[config.mk]
export PLATFORM = sky130hd
export DESIGN_NAME = alu_mul_seq
export DESIGN_NICKNAME = d
export VERILOG_FILES = /design/src/rtl/alu_mul_seq.sv
export SDC_FILE = /design/constraint.sdc
export NUM_CORES = 1
export LEC_CHECK = 0
export ABC_AREA = 1
export CAP_MARGIN = 10
export CORE_ASPECT_RATIO = 2
export CORE_UTILIZATION = 49
export DETAILED_ROUTE_END_ITERATION = 7
export MAX_ROUTING_LAYER = met4
export PLACE_DENSITY_LB_ADDON = 0.12
export SLEW_MARGIN = 10
export SYNTH_ARGS = -nofsm -noshare
export SYNTH_HDL_FRONTEND = slang
export SYNTH_SLANG_ARGS = --single-unit
[constraint.sdc]
create_clock -name clk -period 3.59 [get_ports clk]
set_clock_uncertainty 0.05 [all_clocks]
set_input_delay 0.718 -clock clk [delete_from_list [all_inputs] [get_ports clk]]
set_output_delay 0.718 -clock clk [all_outputs]
set_load 0.05 [all_outputs]
[src/rtl/alu_mul_seq.sv]
// -----------------------------------------------------------------------------
// alu_mul_seq
//   Multi-cycle unsigned multiplier controller. Sequences an external,
//   purely combinational ALU through REG_BITS shift-add iterations to produce
//   the low REG_BITS bits of op_a*op_b, plus an exact unsigned overflow flag.
//   The ALU is only ever asked to add (alu_ctrl = 4'b0000); shifting of the
//   multiplicand and multiplier happens locally.
//
// Ports
//   clk       in   system clock, rising edge
//   rst_n     in   asynchronous active-low reset
//   start     in   operation request, sampled only in IDLE
//   op_a      in   multiplicand, latched on the accepted start
//   op_b      in   multiplier, latched on the accepted start
//   busy      out  high while iterating (RUN)
//   done      out  one-cycle pulse, result/overflow valid from then on
//   result    out  low REG_BITS bits of the product
//   overflow  out  full product >= 2^REG_BITS
//   alu_a     out  ALU operand A (accumulator), 0 outside RUN
//   alu_b     out  ALU operand B (shifted multiplicand), 0 outside RUN
//   alu_ctrl  out  ALU opcode, constant add
//   alu_c     in   ALU sum
//   alu_onzc  in   ALU flags {O,N,Z,C}; only C (bit 0) is used
// -----------------------------------------------------------------------------
module alu_mul_seq #(
    parameter int REG_BITS = 5
) (
    input  logic                clk,
    input  logic                rst_n,
    input  logic                start,
    input  logic [REG_BITS-1:0] op_a,
    input  logic [REG_BITS-1:0] op_b,
    output logic                busy,
    output logic                done,
    output logic [REG_BITS-1:0] result,
    output logic                overflow,
    output logic [REG_BITS-1:0] alu_a,
    output logic [REG_BITS-1:0] alu_b,
    output logic [3:0]          alu_ctrl,
    input  logic [REG_BITS-1:0] alu_c,
    input  logic [3:0]          alu_onzc
);

    localparam int                CNT_W    = $clog2(REG_BITS) + 1;
    localparam logic [CNT_W-1:0]  LAST_CNT = CNT_W'(REG_BITS - 1);
    localparam logic [3:0]        ALU_ADD  = 4'b0000;

    typedef enum logic [1:0] {
        S_IDLE,
        S_RUN,
        S_DONE
    } state_t;

    state_t              r_state;
    state_t              w_next_state;

    logic [REG_BITS-1:0] r_acc;
    logic [REG_BITS-1:0] r_mcand;
    logic [REG_BITS-1:0] r_mplier;
    logic [CNT_W-1:0]    r_count;
    logic                r_sticky_ovf;
    logic                r_lost;        // a 1 has been shifted out of mcand
    logic [REG_BITS-1:0] r_result;
    logic                r_overflow;

    logic                w_add_en;
    logic [REG_BITS-1:0] w_acc_nxt;
    logic                w_ovf_nxt;
    logic                w_last;
    logic                w_unused_flags;

    // Only the carry flag matters for an unsigned add.
    assign w_unused_flags = ^alu_onzc[3:1];

    assign w_add_en  = r_mplier[0];
    assign w_last    = (r_count == LAST_CNT);
    assign w_acc_nxt = w_add_en ? alu_c : r_acc;
    // Any add that carries out, or that uses a multiplicand already truncated
    // by earlier shifts, means the true product does not fit.
    assign w_ovf_nxt = r_sticky_ovf | (w_add_en & (alu_onzc[0] | r_lost));

    // NOTE: sequential state is written only with non-blocking (<=) assignments
    // so every flop samples pre-edge values regardless of statement order.
    always_ff @(posedge clk or negedge rst_n) begin
        if (!rst_n) begin
            r_state <= S_IDLE;
        end else begin
            r_state <= w_next_state;
        end
    end

    // NOTE: every signal driven here gets a default first, so no path through
    // the case can leave it unassigned and infer a latch.
    always_comb begin
        w_next_state = r_state;
        busy         = 1'b0;
        done         = 1'b0;
        alu_a        = '0;
        alu_b        = '0;
        alu_ctrl     = ALU_ADD;
        case (r_state)
            S_IDLE: begin
                if (start) begin
                    w_next_state = S_RUN;
                end
            end
            S_RUN: begin
                busy  = 1'b1;
                alu_a = r_acc;
                alu_b = r_mcand;
                if (w_last) begin
                    w_next_state = S_DONE;
                end
            end
            S_DONE: begin
                done         = 1'b1;
                w_next_state = S_IDLE;
            end
            default: begin
                w_next_state = S_IDLE;
            end
        endcase
    end

    always_ff @(posedge clk or negedge rst_n) begin
        if (!rst_n) begin
            r_acc        <= '0;
            r_mcand      <= '0;
            r_mplier     <= '0;
            r_count      <= '0;
            r_sticky_ovf <= 1'b0;
            r_lost       <= 1'b0;
            r_result     <= '0;
            r_overflow   <= 1'b0;
        end else begin
            case (r_state)
                S_IDLE: begin
                    if (start) begin
                        r_mcand      <= op_a;
                        r_mplier     <= op_b;
                        r_acc        <= '0;
                        r_count      <= '0;
                        r_sticky_ovf <= 1'b0;
                        r_lost       <= 1'b0;
                    end
                end
                S_RUN: begin
                    r_acc        <= w_acc_nxt;
                    r_sticky_ovf <= w_ovf_nxt;
                    r_lost       <= r_lost | r_mcand[REG_BITS-1];
                    r_mcand      <= {r_mcand[REG_BITS-2:0], 1'b0};
                    r_mplier     <= {1'b0, r_mplier[REG_BITS-1:1]};
                    r_count      <= r_count + CNT_W'(1);
                    // Capture the final iteration's values directly so the
                    // outputs are already valid during the DONE cycle.
                    if (w_last) begin
                        r_result   <= w_acc_nxt;
                        r_overflow <= w_ovf_nxt;
                    end
                end
                default: begin
                end
            endcase
        end
    end

    assign result   = r_result;
    assign overflow = r_overflow;

endmodule

Word-level counts from Yosys, hierarchy flattened
Index checks and enable logic that the tools add are counted.
{"block": "word_totals", "register_bits": 29}
{"block": "classes", "add_sub_neg": 1, "n_eq_ne": 5, "mux": 19, "n_bitwise": 4, "reduce_logical": 5}
{"cell": "two-way mux 5 bit", "n": 6}
{"cell": "case mux 5 bit (2 select lines)", "n": 3}
{"cell": "case mux 4 bit (2 select lines)", "n": 1}
{"cell": "AND reduction 2 bit", "n": 3}
{"cell": "adder 4 x 1 -> 4 bit, second input constant", "n": 1}
{"cell": "equality test 4 x 3 -> 1 bit, second input constant", "n": 1}
{"cell": "two-way mux 2 bit", "n": 2}
{"cell": "two-way mux 4 bit", "n": 1}
{"cell": "inequality test 2 bit, second input constant", "n": 2}
{"cell": "case mux 1 bit (2 select lines)", "n": 2}
{"cell": "case mux 2 bit (2 select lines)", "n": 1}
{"cell": "two-way mux 1 bit", "n": 3}
{"cell": "bitwise OR 1 bit", "n": 3}
{"cell": "equality test 2 x 1 -> 1 bit, second input constant", "n": 1}
{"cell": "equality test 2 bit, second input constant", "n": 1}
{"cell": "zero test 2 bit", "n": 1}
{"cell": "nonzero test 2 bit", "n": 1}
{"cell": "AND 1 bit", "n": 1}

Depth between registers and ports, before layout
{"block": "logic_depth", "ltp_word": 4, "depth_mapped": 7, "ltp_nobuf": 7}

Least setup slack after synthesis
Ideal clock, no wire load.
{"block": "synth_path", "kind": "register to output", "from": "register r_state[1]", "to": "output port alu_a[0]", "arrival_time_ns": 1.333, "slack_ns": 1.489, "stages_incl_launch_ff": 5, "path_cell_list": "dfrtp_1 inv_2 nand2_4 buf_6 nor2_1"}
{"block": "synth_via", "elab_chain_len": 2}
{"item": "start: declaration", "line_no": "54", "text": "state_t r_state;"}
{"item": "start signal: assignment", "line_no": "88", "text": "r_state <= w_next_state;"}
{"item": "equality test 2 x 1 -> 1 bit", "line_no": "101", "text": "case (r_state)"}
{"item": "two-way mux 5 bit", "line_no": "101"}
{"item": "end: declaration", "line_no": "37", "text": "output logic [REG_BITS-1:0] alu_a,"}
No other way between the ends.

Worst setup path after layout
{"block": "layout_path", "from": "register r_state[1]", "to": "output port alu_b[3]"}
{"block": "layout_via", "elab_chain_len": 2}
{"item": "equality test 2 x 1 -> 1 bit", "line_no": "101"}
{"item": "two-way mux 5 bit", "line_no": "101"}
{"item": "end: declaration", "line_no": "38", "text": "output logic [REG_BITS-1:0] alu_b,"}
No other way between the ends.

==> impl_metrics.csv <==
group,metric,value,unit
synth,synth_area,1420,µm²
setup_path,path_max_fanout,25,
floorplanning,floorplan.rows,27,
detailed_routing,ant_nets,0,
clock_network,cts_root_buffer,"clkbuf_8",
sta,timing.final.max_slew_violations,0,
detailed_routing,wl_per_cell,12.6,µm
pwr,p_per_area,912,nW/µm²
flow_run,max_cap_viol_count,0,
synth,ys.flop_type,"dfrtp_1",
floorplanning,start_util,51.8,%
global_routing,grt_max_degree,30,
finish,nets,233,
pwr,p_total,1.67,mW
detailed_routing,vias,1230,
floorplanning,die_h,78.0,µm
sta,worst_pin_slew,668,ps
finish,drive_gt1_share,6.67,%
hold_path,worstHoldPathType,"reg -> reg",
detailed_routing,vias_per_cell,5.15,
finish,diodes,0,
status,status,"finished, final reports clean",
global_routing,antenna_found_initial,0,
clock_network,postCtsHoldBufs,0,
setup_path,arrival,2080,ps
synth,synth_area_leader_cell,"dfrtp_1",
sta,fmax,0.351,GHz
sta,hold_viol,0,
global_routing,grt_overflow,0,
synth,synth_cell_types,21,
synth,synthCells,172,
synth,ys_top_cells_by_area,"dfrtp_1 (51%), nand2_1 (15%), nand3_1 (8.1%), o21ai_0 (4.6%), inv_1 (4.0%)",
setup_path,crit_path_end_kind,"output port",
synth,yosys_warnings,0,
pwr,clockPowerShare,15.5,%
sta,setup_viol,0,
sta,slew_headroom,55.3,%
synth,syn_area_per_cell,8.23,µm²
pwr,vdd_ir_drop_max,0.531,mV
clock_network,htreeDepth,2,
clock_network,clk_latency,280,ps
pwr,power.leakage,0.902,nW
clock_network,clkTransAtPathRegs,70,ps
floorplanning,die_area,3120,µm²
synth,netlist.area_leader.share,51.2,%
placed_design,place_congestion,0.820,
synth,ys_seq_area_share,51.2,%
synth,synth_most_common_cell,"nand2_1",
setup_path,critPathLaunchType,"flip-flop",
clock_network,cts_buffers,5,
clock_network,cts_setup_buffers,0,
synth,synth-edff-count,0,
clock_network,clk_path_buf_depth,2,
finish,areaGrowthSynthToFinish,29.1,%
pwr,power_frac_seq,32.7,%
setup_path,setup.worst_path.class,"reg -> out",
synth,synthArstFlopShare,100,%
global_routing,grt_pass1_vias,1224,
clock_network,cts_sinks,29,
clock_network,cts_resized,0,
synth,synth-seq-cells,29,
setup_path,crit_required,2820,ps
clock_network,tritoncts,"done",
sta,layout_min_cycle_time,2850,ps
detailed_routing,drtIter0Drc,32,
placed_design,io_buffers,36,
sta,finalCritPeriodShare,79.4,%
floorplanning,die_width,40.0,µm
floorplanning,core_area,2740,µm²
pwr,internal_power,862,µW
floorplanning,pin_count,44,
detailed_routing,detail_route.wirelength,3010,µm
global_routing,grt_pass1_wl,5040,µm
pwr,power.share.switching,48.3,%
sta,fin_setup_tns,0,ps
synth,synth_common_cells,"nand2_1 (58), dfrtp_1 (29), nand3_1 (23)",
pwr,power_switching,805,µW
detailed_routing,dr.pass1.iters,6,
placed_design,hpwl,2150,µm
pwr,comb_power_share,51.8,%
detailed_routing,drc_errors,0,
sta,rsz0062_at_grt,"false",
global_routing,grt_usage,23.8,%
## per-layer routing
| layer | vias to the layer above | part of all wire (%) | GRT usage (%) |
|---|---|---|---|
| li1 | 606 | - | - |
| met2 | 29 | 56 | 40.0 |
| met3 | 6 | 3.8 | 6.78 |
| met5 | - | 0 | - |
| met1 | 589 | 38 | 23.5 |
| met4 | 0 | 2.3 | 10.7 |
## critical path, cell delays in order, from the launching register on
cell and delay, ps:
dfrtp_1 380, inv_2 90, nand2_4 190, inv_8 180, nand2_1 80, inv_1 60, clkdlybuf4s50_1 800
## flip-flops by register name, indices dropped and copies added, names as in the netlist
| signal | flops |
|---|---|
| result | 5 |
| r_acc | 5 |
| r_count | 4 |
| r_sticky_ovf | 1 |
| r_mcand | 5 |
| r_lost | 1 |
| r_state | 2 |
| r_mplier | 5 |
| overflow | 1 |
## cell families (layout without fill, tap and decap cells)
| family | Yosys count | in the layout | synth area share (%) |
|---|---|---|---|
| and+or+nand+nor | 95 | 95 | 28.8 |
| DFF | 29 | 29 | 51.2 |
| buffers and inverters | 27 | 62 | 11.1 |
| AOI/OAI and AO/OA | 17 | 17 | 6.18 |
| adders and majority gates | 2 | 2 | 1.77 |
| other | 1 | 4 | 0.265 |
| xor gates and xnor gates | 1 | 1 | 0.618 |
## layout make-up
type	count	area, µm²
Clock inverter	2	10.0
Multi-Input combinational cell	119	544
Fill cell	237	908
Inverter	17	71.3
Clock buffer	6	72.6
Tap cell	29	36.3
Sequential cell	29	726
Timing Repair Buffer	37	368
## path summary, 6_finish.rpt
kind | start | to | slack [ps] | depth (start not counted)
setup / recovery | r_state[1] | alu_b[3] | 740 | 6
hold / removal | result[2] | result[2] | 430 | 2
max in group asynchronous | rst_n | r_mcand[2] | 2440 | 2
min in group asynchronous | rst_n | result[3] | 770 | 2
hold reg to reg | result[2] | result[2] | 430 | 2
setup reg to reg | r_state[1] | r_mplier[3] | 2000 | 5
## metrics by stage
stage               util (%)  hold WS (ps)  cells  setup slack (ps)  instance area, µm²
floorplan                  -           372    175              1490                1430
global placement        63.8           413    231              1070                1750
detailed placement      63.8           419    231              1050                1750
CTS                     66.8           436    239               727                1830
global route            66.8           454    239               630                1830
finish                  66.8           429    239               739                1830
## layout by cell type, fill, tap and decap left out
master           count
clkbuf_8             5
buf_4                1
nor2_4               1
nor2_1               9
inv_2                1
o21ai_0             13
dfrtp_1             29
ha_1                 2
nand2_2              2
clkinv_2             2
o21ai_1              3
o21bai_1             1
conb_1               4
nand2_1             58
nand2_4              1
inv_1               15
nand4_1              1
inv_8                1
clkdlybuf4s50_1     36
xnor2_1              1
nand3_1             23
clkbuf_1             1
## power groups by stage
| stage | Sequential [mW] | Clock [mW] | Combinational, mW |
|---|---|---|---|
| after detailed placement | 0.551 | 0 | 0.868 |
| after global placement | 0.546 | 0 | 0.847 |
| final | 0.546 | 0.258 | 0.864 |
| after global routing | 0.562 | 0.278 | 0.947 |
| after floorplan | 0.626 | 0 | 0.581 |
| after CTS | 0.546 | 0.266 | 0.871 |
Note: power is estimated with default switching activity, not from simulation.
